==> src/rtl/mod_updown_counter.sv <==
// Modulo-MODULUS up/down counter with parallel load.
// Adds a one-cycle wrap pulse, a one-cycle rejected-load pulse and a saturating count of
// wrap events so that boundary behaviour can be observed directly at the ports.
// Priority at every edge: rst > load > counting (en) > hold.
module mod_updown_counter #(
  parameter int unsigned MODULUS = 12,
  parameter int unsigned WIDTH   = 4,
  parameter int unsigned WRAP_W  = 8
) (
  input  logic              clock,
  input  logic              rst,
  input  logic              en,
  input  logic              load,
  input  logic              updown,
  input  logic [WIDTH-1:0]  d_in,
  output logic [WIDTH-1:0]  d_out,
  output logic              wrap,
  output logic              load_err,
  output logic [WRAP_W-1:0] wrap_cnt
);

  // Elaboration-time guard on the configuration.
  if ((MODULUS < 2) || (WIDTH < 1) || (WIDTH > 31) || (MODULUS > (1 << WIDTH)) ||
      (WRAP_W < 1)) begin : gen_param_check
    $error("mod_updown_counter: illegal MODULUS/WIDTH/WRAP_W combination");
  end

  // Largest legal count value, computed at WIDTH bits.
  localparam logic [WIDTH-1:0] MaxVal = WIDTH'(MODULUS - 1);
  // When MODULUS == 2**WIDTH every d_in is a legal load value.
  localparam bit FullRange = (MODULUS == (1 << WIDTH));
  localparam logic [WRAP_W-1:0] WrapSat = {WRAP_W{1'b1}};

  // Operation selected for the coming edge, already resolved by priority.
  typedef enum logic [2:0] {
    OpHold,
    OpLoad,
    OpReject,
    OpUp,
    OpDown
  } op_e;

  op_e op;

  logic [WIDTH-1:0]  count_q, count_d;
  logic              wrap_q, wrap_d;
  logic              err_q, err_d;
  logic [WRAP_W-1:0] wcnt_q, wcnt_d;

  logic load_ok;
  logic at_max;
  logic at_zero;
  logic wcnt_sat;

  assign load_ok  = FullRange || (d_in <= MaxVal);
  assign at_max   = (count_q == MaxVal);
  assign at_zero  = (count_q == '0);
  assign wcnt_sat = (wcnt_q == WrapSat);

  // Resolve load/enable/direction into a single operation; reset is applied in the register.
  always_comb begin
    op = OpHold;
    if (load) begin
      op = load_ok ? OpLoad : OpReject;
    end else if (en) begin
      op = updown ? OpUp : OpDown;
    end
  end

  // Next count value and the pulse outputs for the resolved operation.
  always_comb begin
    count_d = count_q;
    wrap_d  = 1'b0;
    err_d   = 1'b0;
    unique case (op)
      OpHold: begin
        count_d = count_q;
      end
      OpLoad: begin
        count_d = d_in;
      end
      OpReject: begin
        // Rejected load consumes the edge: no count step even with en high.
        err_d = 1'b1;
      end
      OpUp: begin
        if (at_max) begin
          count_d = '0;
          wrap_d  = 1'b1;
        end else begin
          count_d = count_q + WIDTH'(1);
        end
      end
      OpDown: begin
        if (at_zero) begin
          count_d = MaxVal;
          wrap_d  = 1'b1;
        end else begin
          count_d = count_q - WIDTH'(1);
        end
      end
      default: begin
        count_d = count_q;
      end
    endcase
  end

  // Wrap event counter advances on the same edge that raises wrap, and sticks at all-ones.
  always_comb begin
    wcnt_d = wcnt_q;
    if (wrap_d && !wcnt_sat) begin
      wcnt_d = wcnt_q + WRAP_W'(1);
    end
  end

  // State registers with synchronous active-high reset.
  always_ff @(posedge clock) begin
    if (rst) begin
      count_q <= '0;
      wrap_q  <= 1'b0;
      err_q   <= 1'b0;
      wcnt_q  <= '0;
    end else begin
      count_q <= count_d;
      wrap_q  <= wrap_d;
      err_q   <= err_d;
      wcnt_q  <= wcnt_d;
    end
  end

  assign d_out    = count_q;
  assign wrap     = wrap_q;
  assign load_err = err_q;
  assign wrap_cnt = wcnt_q;

  // Out-of-range counts are unreachable; wrap only ever lands on a range endpoint;
  // the two pulses can never coincide.
  always_ff @(posedge clock) begin
    if (!rst) begin
      assert (count_q <= MaxVal)
        else $error("mod_updown_counter: d_out out of range");
      assert (!wrap_q || (count_q == '0) || (count_q == MaxVal))
        else $error("mod_updown_counter: wrap raised away from a range endpoint");
      assert (!(wrap_q && err_q))
        else $error("mod_updown_counter: wrap and load_err raised together");
    end
  end

endmodule

==> config.mk <==
export PLATFORM = sky130hd
export DESIGN_NAME = mod_updown_counter
export DESIGN_NICKNAME = d
export VERILOG_FILES = /design/src/rtl/mod_updown_counter.sv
export SDC_FILE = /design/constraint.sdc
export NUM_CORES = 1
export LEC_CHECK = 0
export ABC_AREA = 0
export ABC_CLOCK_PERIOD_IN_PS = 3500
export BUFFER_PORTS_ARGS = -buffer_cell sky130_fd_sc_hd__buf_2
export CORE_MARGIN = 3
export CORE_UTILIZATION = 30
export CTS_BUF_LIST = sky130_fd_sc_hd__clkbuf_4
export DETAILED_ROUTE_END_ITERATION = 8
export SYNTH_ARGS = -nofsm -noshare
export SYNTH_HDL_FRONTEND = slang
export SYNTH_SLANG_ARGS = --single-unit
==> constraint.sdc <==
create_clock -name clock -period 3.5 [get_ports clock]
set_input_delay 0.175 -clock clock [delete_from_list [all_inputs] [get_ports clock]]
set_output_delay 0.175 -clock clock [all_outputs]
set_load 0.005 [all_outputs]
==> results.yml, run 1 <==
outcome:
  status: "completed"
placement:
  place_congestion: 0.815
  hpwl_um: 1370
  place_ws_ps: 1800
  io_buffers: 22
cts:
  post_cts_resized: 0
  postCtsHoldBufs: 0
  post-cts-setup-buffers: 0
  cts_tree: "yes"
  numCtsBuffers: 3
  htree_levels: 1
  clk_latency_ps: 270
  cts_root_buf: "clkbuf_4"
  clkSinkCount: 14
  clkTransAtPathRegs_ps: 80
  clockBufferDepth: 2
route:
  ant_nets: 0
  wl_per_cell_um: 12.2
  routed_wl_um: 1820
  drt-pass1-iter-count: 4
  wl_met2_um: 885
  maxUsedRoutingLayer: "met4"
  via_per_inst: 4.93
  drt_iter0_markers: 12
  wl_met1_um: 852
  wl_met3_um: 68
  drcViolationCount: 0
  via_count: 735
cells_and_area:
  final_nets: 133
  fill_cells: 282
  drive_gt1_share_pct: 26.9
  syn2layout_area_growth_pct: 18.7
  final_util_pct: 38.7
  insertedDiodeCount: 0
die:
  fp.dieH_um: 58.6
  design.core.area_mm2: 0.00254
  die_x_um: 58.6
  die-area_mm2: 0.00343
  start_util_pct: 32.6
  num_rows: 18
  io_pins: 23
power:
  powerDensity_mw_per_mm2: 327
  leakagePower_nw: 0.424
  vdd_drop_max_v: 0.000163
critical_path:
  cp-start-kind: "flop"
  cp_max_fo: 9
  crit_path_start: "d_out[0]$_SDFFE_PP0P_"
  cp.required_ps: 3660
  r2r_start: "d_out[0]$_SDFFE_PP0P_"
  crit_type: "reg2reg"
  crit_path_end_kind: "flop"
  path_cells: "ha_1, and3b_1, a22oi_4, nor4b_2, xnor2_1, nor2_1"
  cp_slowest_cell: "dfxtp_1"
  cp_slowest_stage_delay_ps: 460
  cp_data_arrival_time_ps: 1920
min_path:
  min_from: "d_in[2]"
  hold_path.class: "in2reg"
timing:
  worst_pin_slew_ps: 569
  fin_crit_sh_pct: 50.3
  final.setup.worst_slack_ps: 1740
  hold_viol: 0
  setup_viol_count_final: 0
  final.min_clock_period_ps: 1760
  fin_tns_setup_ps: 0
  slew_viol_final: 0
  skew_ps: 5.29
  slew_headroom_pct: 61.9
  fmax_mhz: 569
  rsz0062_at_grt: "no"
synth:
  syn_avg_cell_area_um2: 8.64
  synth_simple_gate_area_share_pct: 32.6
  synth-compound-area-share_pct: 14.6
  synth_xor_area_share_pct: 8.45
  syn_nets: 108
  yosysUniqueCellTypes: 32
  syn-instance-count: 96
  ys_seq_elements: 14
  muxShareOfSynthArea_pct: 2.41
  synth_warnings: 0
  synth_fa_ha_area_share_pct: 4.52
  synth_top_family_by_area: "simple AND/OR/NAND/NOR gates"
  ys_seq_area_share_pct: 33.8
  netlist_area_um2: 830
grt:
  grt-ovfl-total: 0
  grt_pass1_wl_um: 3070
  grt_pass1_vias: 719
  track_usage_pct: 11.4
  grt_antenna_before_repair: 0
  grt_max_degree: 15
job:
  max-cap-violations: 0
==> layer usage <==
layer  global-route usage, %  vias to the layer above
met5                       0                        -
met4                    6.80                        0
met3                    1.97                        2
met2                    17.5                       14
met1                    14.7                      332
li1                        -                      387
==> logic make-up (layout without fill, tap and decap cells) <==
logic type      count (synthesis)  in the layout
flops                          14             14
simple gates                   46             46
xor+xnor                        8              8
mux                             2              2
compound gates                 17             17
fa+ha+maj                       3              3
buf+inv                         6             29
==> power by group <==
part	total, mW	internal (mW)	switching, mW
combinational	0.0579	0.0270	0.0310
sequential	0.174	0.165	0.00930
clock	0.0896	0.0398	0.0498
total	0.322	0.232	0.0900
==> metrics by stage <==
step | cells | power [mW] | cell area, µm² | hold WS (ps)
2_1_floorplan | 96 | 0.216 | 830 | 248
3_3_place_gp | 146 | 0.235 | 962 | 483
3_5_place_dp | 146 | 0.236 | 962 | 480
4_1_cts | 149 | 0.327 | 985 | 185
5_1_grt | 149 | 0.340 | 985 | 213
6_report | 149 | 0.322 | 985 | 190
==> layout make-up <==
class | count | area (µm²) | area share (%)
Multi-Input combinational cell | 76 | 519 | 52.7
Sequential cell | 14 | 280 | 28.5
Timing Repair Buffer | 22 | 110 | 11.2
Tap cell | 30 | 37.5 | 3.81
Clock buffer | 3 | 22.5 | 2.29
Inverter | 4 | 15.0 | 1.52
==> worst paths after layout <==
kind / cells after the start / slack (ps) / end
max: 6 / 1740 / wrap_cnt[3]$_SDFFE_PP0P_
min: 2 / 190 / load_err$_SDFF_PP0_
max reg2reg: 6 / 1740 / wrap_cnt[3]$_SDFFE_PP0P_
min reg2reg: 2 / 540 / wrap_cnt[1]$_SDFFE_PP0P_
==> synthesized netlist by cell type <==
cell type | instances | area share [%]
o311ai_0 | 1 | 1.1
nor3b_1 | 2 | 1.8
o41ai_1 | 1 | 1.1
nor2b_1 | 1 | 0.75
buf_6 | 1 | 1.4
a22oi_1 | 1 | 0.91
nor4_2 | 1 | 1.5
nor3_1 | 3 | 1.8
clkbuf_1 | 1 | 0.45
nand3_1 | 4 | 2.4
nor2_1 | 14 | 6.3
nor3b_2 | 1 | 1.5
nand2_1 | 9 | 4.1
inv_1 | 4 | 1.8
mux2i_1 | 2 | 2.4
a31oi_1 | 1 | 0.75
and3b_2 | 1 | 1.2
and2b_2 | 1 | 1.1
and4b_1 | 1 | 1.2
dfxtp_1 | 14 | 34
xnor2_1 | 8 | 8.4
o22ai_1 | 1 | 0.75
a22oi_4 | 1 | 2.6
and3b_1 | 1 | 1.1
nor3b_4 | 1 | 2.3
nand2b_1 | 3 | 2.3
a21oi_1 | 4 | 2.4
nor4b_2 | 1 | 1.8
a211oi_1 | 3 | 2.7
nand4_1 | 2 | 1.5
o21ai_0 | 4 | 2.4
ha_1 | 3 | 4.5
==> worst max-delay path, delay by kind of cell, from the launching register on <==
kind	cells	cell delay, ps
flip-flops	1	460
adder cells (fa/ha/maj)	1	230
AND/OR/NAND/NOR	3	660
AO/OA/AOI/OAI	1	130
XOR/XNOR	1	150
==> layout by cell type, fill, tap and decap left out <==
cell and count:
nor2_1 14, nand2b_1 3, and2b_2 1, nand4_1 2, nor3b_2 1, mux2i_1 2
nor3_1 3, nor3b_1 2, inv_1 4, ha_1 3, o22ai_1 1, a211oi_1 3
and4b_1 1, and3b_2 1, nand2_1 9, xnor2_1 8, clkbuf_4 3, nor4_2 1
nor2b_1 1, dfxtp_1 14, o21ai_0 4, nor3b_4 1, a31oi_1 1, a21oi_1 4
and3b_1 1, a22oi_4 1, nand3_1 4, a22oi_1 1, nor4b_2 1, buf_2 22
o311ai_0 1, o41ai_1 1
==> flip-flops by register name, summed over array words and instances, names as in the netlist <==
| name | cells |
|---|---|
| load_err | 1 |
| wrap | 1 |
| d_out | 4 |
| wrap_cnt | 8 |
No activity file was read; power rests on OpenSTA's default activity.
==> run 2: changes to the inputs <==
- ABC_CLOCK_PERIOD_IN_PS: 3500 -> 1800
- clock period: 3.5 -> 1.8 ns (I/O delays scaled with it)
==> run 2 against run 1 <==
Critical path depth unchanged. First-iteration DRC count up 42%. Core utilization up 0.25 points. Final cell count up 0.67%. Die area unchanged. Largest power group unchanged. Wire length up 3.0%. Worst setup slack worse by 1600 ps. Power up 100%. Clock-buffer cell count unchanged. Sequential share of layout area up 0.073 points.
==> results.yml, run 2 (synthesis gave the netlist of run 1 again) <==
route:
  wl_per_cell_um: 12.5
  drt_iter0_markers: 17
  via_count: 749
  ant_nets: 0
  drt-pass1-iter-count: 4
  routed_wl_um: 1880
  via_per_inst: 4.99
  drcViolationCount: 0
timing:
  fin_tns_setup_ps: 0
  slew_viol_final: 0
  slew_headroom_pct: 61.1
  hold_viol: 0
  worst_pin_slew_ps: 580
  final.setup.worst_slack_ps: 126
  fin_crit_sh_pct: 93.0
  skew_ps: 2.48
  rsz0062_at_grt: "no"
  final.min_clock_period_ps: 1670
  fmax_mhz: 597
  setup_viol_count_final: 0
grt:
  met1_usage_pct: 16.0
  grt_antenna_before_repair: 0
  grt_max_degree: 15
  grt-ovfl-total: 0
  grt_pass1_vias: 724
  grtUsageMet2_pct: 19.0
  grt_pass1_wl_um: 3240
  grt_util_met3_pct: 1.54
  track_usage_pct: 11.9
  grt.busiest_layer: "met2"
cells_and_area:
  final_common_cell: "buf_2"
  syn2layout_area_growth_pct: 19.5
  drive_gt1_share_pct: 28.3
  insertedDiodeCount: 0
  largest_reg_flops: 8
  layout_common_cells: "buf_2, nor2_1, dfxtp_1"
  final_nets: 133
  final_util_pct: 38.9
power:
  internal_power_mw: 0.455
  clkPwrFrac_pct: 29.5
  switchingPower_mw: 0.189
  seqPwrFrac_pct: 52.9
  vdd_drop_max_v: 0.000379
  pwr-share-comb_pct: 17.6
  leakagePower_nw: 0.426
  powerDensity_mw_per_mm2: 649
  p_sw_share_pct: 29.3
critical_path:
  cp_max_fo: 9
  cp-start-kind: "flop"
  cp.required_ps: 1970
  cp_data_arrival_time_ps: 1850
  path_cells: "ha_1, and3b_1, a22oi_4, nor4b_2, xnor2_1, nor2_1"
  cp_slowest_stage_delay_ps: 410
  critPathTopFamily: "simple AND/OR/NAND/NOR gates"
  cp_slowest_cell: "dfxtp_2"
  crit_type: "reg2reg"
  critPathBufInv: 0
  crit_path_end_kind: "flop"
cts:
  post_cts_resized: 0
  clkTransAtPathRegs_ps: 90
  cts_root_buf: "clkbuf_4"
  numCtsBuffers: 3
  clockBufferDepth: 2
  htree_levels: 1
  cts_tree: "yes"
  postCtsHoldBufs: 0
  post-cts-setup-buffers: 0
  clkSinkCount: 14
  clk_latency_ps: 280
die:
  num_rows: 18
  io_pins: 23
  fp.dieH_um: 58.6
  die_x_um: 58.6
  design.core.area_mm2: 0.00254
  start_util_pct: 32.6
  die-area_mm2: 0.00343
placement:
  place_ws_ps: 87.9
  place_congestion: 0.815
  io_buffers: 22
  hpwl_um: 1400
outcome:
  status: "completed"
min_path:
  hold_path.class: "in2reg"
job:
  max-cap-violations: 0
[run 2: cell types whose count changed in the layout (fill, tap and decap cells not counted)]
| cell | before | now |
|---|---|---|
| dfxtp_1 | 14 | 12 |
| dfxtp_2 | 0 | 2 |
| clkinv_1 | 0 | 1 |
[run 2: worst reg2reg max path, stage by stage, from the launching register on]
cell,delay (ps)
dfxtp_2,410
ha_1,210
and3b_1,280
a22oi_4,130
nor4b_2,330
xnor2_1,160
nor2_1,50
[run 2: power by group through the flow]
| stage | clock network (mW) | logic [mW] | registers (mW) |
|---|---|---|---|
| 3_3_place_gp | 0 | 0.112 | 0.345 |
| 6_report | 0.190 | 0.113 | 0.341 |
| 4_1_cts | 0.197 | 0.113 | 0.339 |
| 3_5_place_dp | 0 | 0.113 | 0.346 |
| 2_1_floorplan | 0 | 0.0754 | 0.344 |
| 5_1_grt | 0.209 | 0.126 | 0.343 |
[run 2: final cells by class]
type / instances / area, µm²
Clock buffer: 3 / 22.5
Clock inverter: 1 / 3.75
Fill cell: 282 / 1550
Inverter: 4 / 15.0
Multi-Input combinational cell: 76 / 519
Sequential cell: 14 / 283
Tap cell: 30 / 37.5
Timing Repair Buffer: 22 / 110
[run 2: stage by stage]
stage	total power, mW	cell area (µm²)	hold slack, ps	std cells
after floorplan	0.419	830	163	96
after global placement	0.457	962	398	146
after detailed placement	0.459	962	395	146
after CTS	0.650	988	96.8	150
after global routing	0.679	991	123	150
final	0.643	991	101	150
[run 2: routing by layer]
metal	up-vias	share of wire, %
li1	385	-
met1	349	46
met2	15	50
met3	0	3.8
met4	0	0
met5	-	0
[run 2: final timing paths]
kind / from / endpoint / slack, ps / cells past startpoint
max: d_out[0]$_SDFFE_PP0P_ / wrap_cnt[3]$_SDFFE_PP0P_ / 130 / 6
min: d_in[2] / load_err$_SDFF_PP0_ / 100 / 2
max reg2reg: d_out[0]$_SDFFE_PP0P_ / wrap_cnt[3]$_SDFFE_PP0P_ / 130 / 6
min reg2reg: wrap_cnt[1]$_SDFFE_PP0P_ / wrap_cnt[1]$_SDFFE_PP0P_ / 540 / 2
==> run 3: changes to the inputs <==
- SETUP_SLACK_MARGIN: default -> 0.3
==> run 3 against run 2 <==
Clock skew grew 1.7 ps. Wire length grew 5.8%. Non-clock buffer count grew 4. Power grew 2.7%. Critical path depth grew 1. First-iteration DRC count grew 29%. Core utilization grew 4.1 points. Highest routed layer is now met4.
==> results.yml, run 3 (synthesis gave the netlist of run 1 again) <==
route:
  wl_met1_um: 813
  routed_wl_um: 1990
  wl_met3_um: 111
  via_per_inst: 5.19
  drcViolationCount: 0
  wl_per_cell_um: 12.8
  maxUsedRoutingLayer: "met4"
  via_count: 805
  wl_met2_um: 1040
  drt-pass1-iter-count: 4
  ant_nets: 0
  drt_iter0_markers: 22
cells_and_area:
  layout_common_cells: "buf_2, nor2_1, dfxtp_1"
  regArea_um2: 289
  syn2layout_area_growth_pct: 32.0
  insertedDiodeCount: 0
  final_util_pct: 43.0
  final_common_cell: "buf_2"
  final_nets: 138
  drive_gt1_share_pct: 40.8
  finalInstanceArea_mm2: 0.00109
  fill_cells: 260
  largest_reg_flops: 8
  multiInputGateArea_um2: 582
power:
  powerDensity_mw_per_mm2: 604
  vdd_drop_max_v: 0.000397
  leakagePower_nw: 0.451
cts:
  cts_tree: "yes"
  clk_latency_ps: 270
  clkSinkCount: 14
  clockBufferDepth: 2
  numCtsBuffers: 3
  htree_levels: 1
  cts_root_buf: "clkbuf_4"
  clkTransAtPathRegs_ps: 80
die:
  fp.dieH_um: 58.6
  io_pins: 23
  num_rows: 18
  start_util_pct: 32.6
  die_x_um: 58.6
  die-area_mm2: 0.00343
  design.core.area_mm2: 0.00254
grt:
  grt_pass1_vias: 762
  grt_max_degree: 15
  track_usage_pct: 12.5
  grt_antenna_before_repair: 0
  grt_pass1_wl_um: 3330
  grt-ovfl-total: 0
critical_path:
  r2r_cells: 7
  cp.required_ps: 1960
  cp-start-kind: "flop"
  cp_slowest_cell: "dfxtp_4"
  crit_type: "reg2reg"
  cp_data_arrival_time_ps: 1720
  cp_slowest_stage_delay_ps: 370
  path_cells: "inv_4, ha_4, nor3b_4, a22oi_4, nor4b_2, xnor2_1, nor2_1"
  reg2reg_to: "wrap_cnt[3]$_SDFFE_PP0P_"
  cp_max_fo: 5
  crit_path_end_kind: "flop"
  regToRegSetupSlack_ps: 240
  r2r_start: "d_out[0]$_SDFFE_PP0P_"
timing:
  slew_headroom_pct: 65.4
  slew_viol_final: 0
  whs_ps: 115
  fin_crit_sh_pct: 86.5
  setup_viol_count_final: 0
  rsz0062_at_grt: "yes"
  skew_ps: 4.21
  hold_viol: 0
  fin_tns_setup_ps: 0
  fmax_mhz: 642
  final.min_clock_period_ps: 1560
  worst_pin_slew_ps: 517
placement:
  hpwl_um: 1400
  io_buffers: 22
  placed_area_um2: 972
  place_congestion: 0.786
min_path:
  hold_path.class: "in2reg"
  min_path_cells: 2
  whs_endpoint: "load_err$_SDFF_PP0_"
  min_from: "d_in[2]"
outcome:
  status: "completed"
job:
  max-cap-violations: 0
## run 3: cell count changes in the layout (fill, tap and decap cells not counted), sizes merged
| cell | before | now |
|---|---|---|
| a22oi | 2 | 3 |
| buf | 22 | 26 |
## run 3: layout make-up
class	instances	area share (%)
repair buffers	26	12.8
well taps	30	3.43
clock inverters	1	0.343
multi-input cells	77	53.1
clock buffers	3	2.06
flip-flops and latches	14	26.4
inverters	4	1.83
## run 3: metal layers
layer	GRT usage (%)	up-vias
li1	-	406
met1	14.4	372
met2	21.9	23
met3	3.73	4
met4	4.53	0
met5	0	-
## run 3: timing repair
item / in CTS / in global routing
setup buffers: 3 / 1
hold buffers: 0 / 0
pin swaps: 4 / 3
cloned: 1 / 0
resized for setup: 11 / 5
setup endpoints to repair: 9 / 9
## run 3: worst max path at each step
stage | from | endpoint | slack (ps) | cells past startpoint
finish | d_out[0]$_SDFFE_PP0P_ | wrap_cnt[3]$_SDFFE_PP0P_ | 240 | 7
global route | wrap_cnt[0]$_SDFFE_PP0P_ | wrap_cnt[4]$_SDFFE_PP0P_ | 160 | 6
CTS | d_out[0]$_SDFFE_PP0P_ | wrap_cnt[3]$_SDFFE_PP0P_ | 230 | 7
detailed placement | d_out[0]$_SDFFE_PP0P_ | wrap_cnt[4]$_SDFFE_PP0P_ | 220 | 7
global placement | d_out[1]$_SDFFE_PP0P_ | wrap_cnt[6]$_SDFFE_PP0P_ | 250 | 6
floorplan | d_out[0]$_SDFFE_PP0P_ | wrap_cnt[6]$_SDFFE_PP0P_ | 310 | 7
## run 3: per-stage QoR
step / setup slack [ps] / instances / total power [mW]
finish: 243 / 155 / 0.661
global route: 163 / 155 / 0.708
CTS: 233 / 154 / 0.661
detailed placement: 223 / 146 / 0.464
global placement: 252 / 146 / 0.462
floorplan: 307 / 96 / 0.425
## run 3: report_power, final
group	switching, mW	leakage (nW)	internal [mW]
Combinational	0.0740	0.321	0.0720
Sequential	0.0187	0.115	0.321
Clock	0.0946	0.0154	0.0803
Total	0.187	0.451	0.474
## run 3: worst max-delay path, delay by kind of cell (launching register included)
| kind | cells | cell delay (ps) |
|---|---|---|
| buffers and inverters | 1 | 60 |
| XOR/XNOR | 1 | 150 |
| flip-flops | 1 | 370 |
| AO/OA/AOI/OAI | 1 | 160 |
| AND/OR/NAND/NOR | 3 | 590 |
| adder cells (fa/ha/maj) | 1 | 120 |
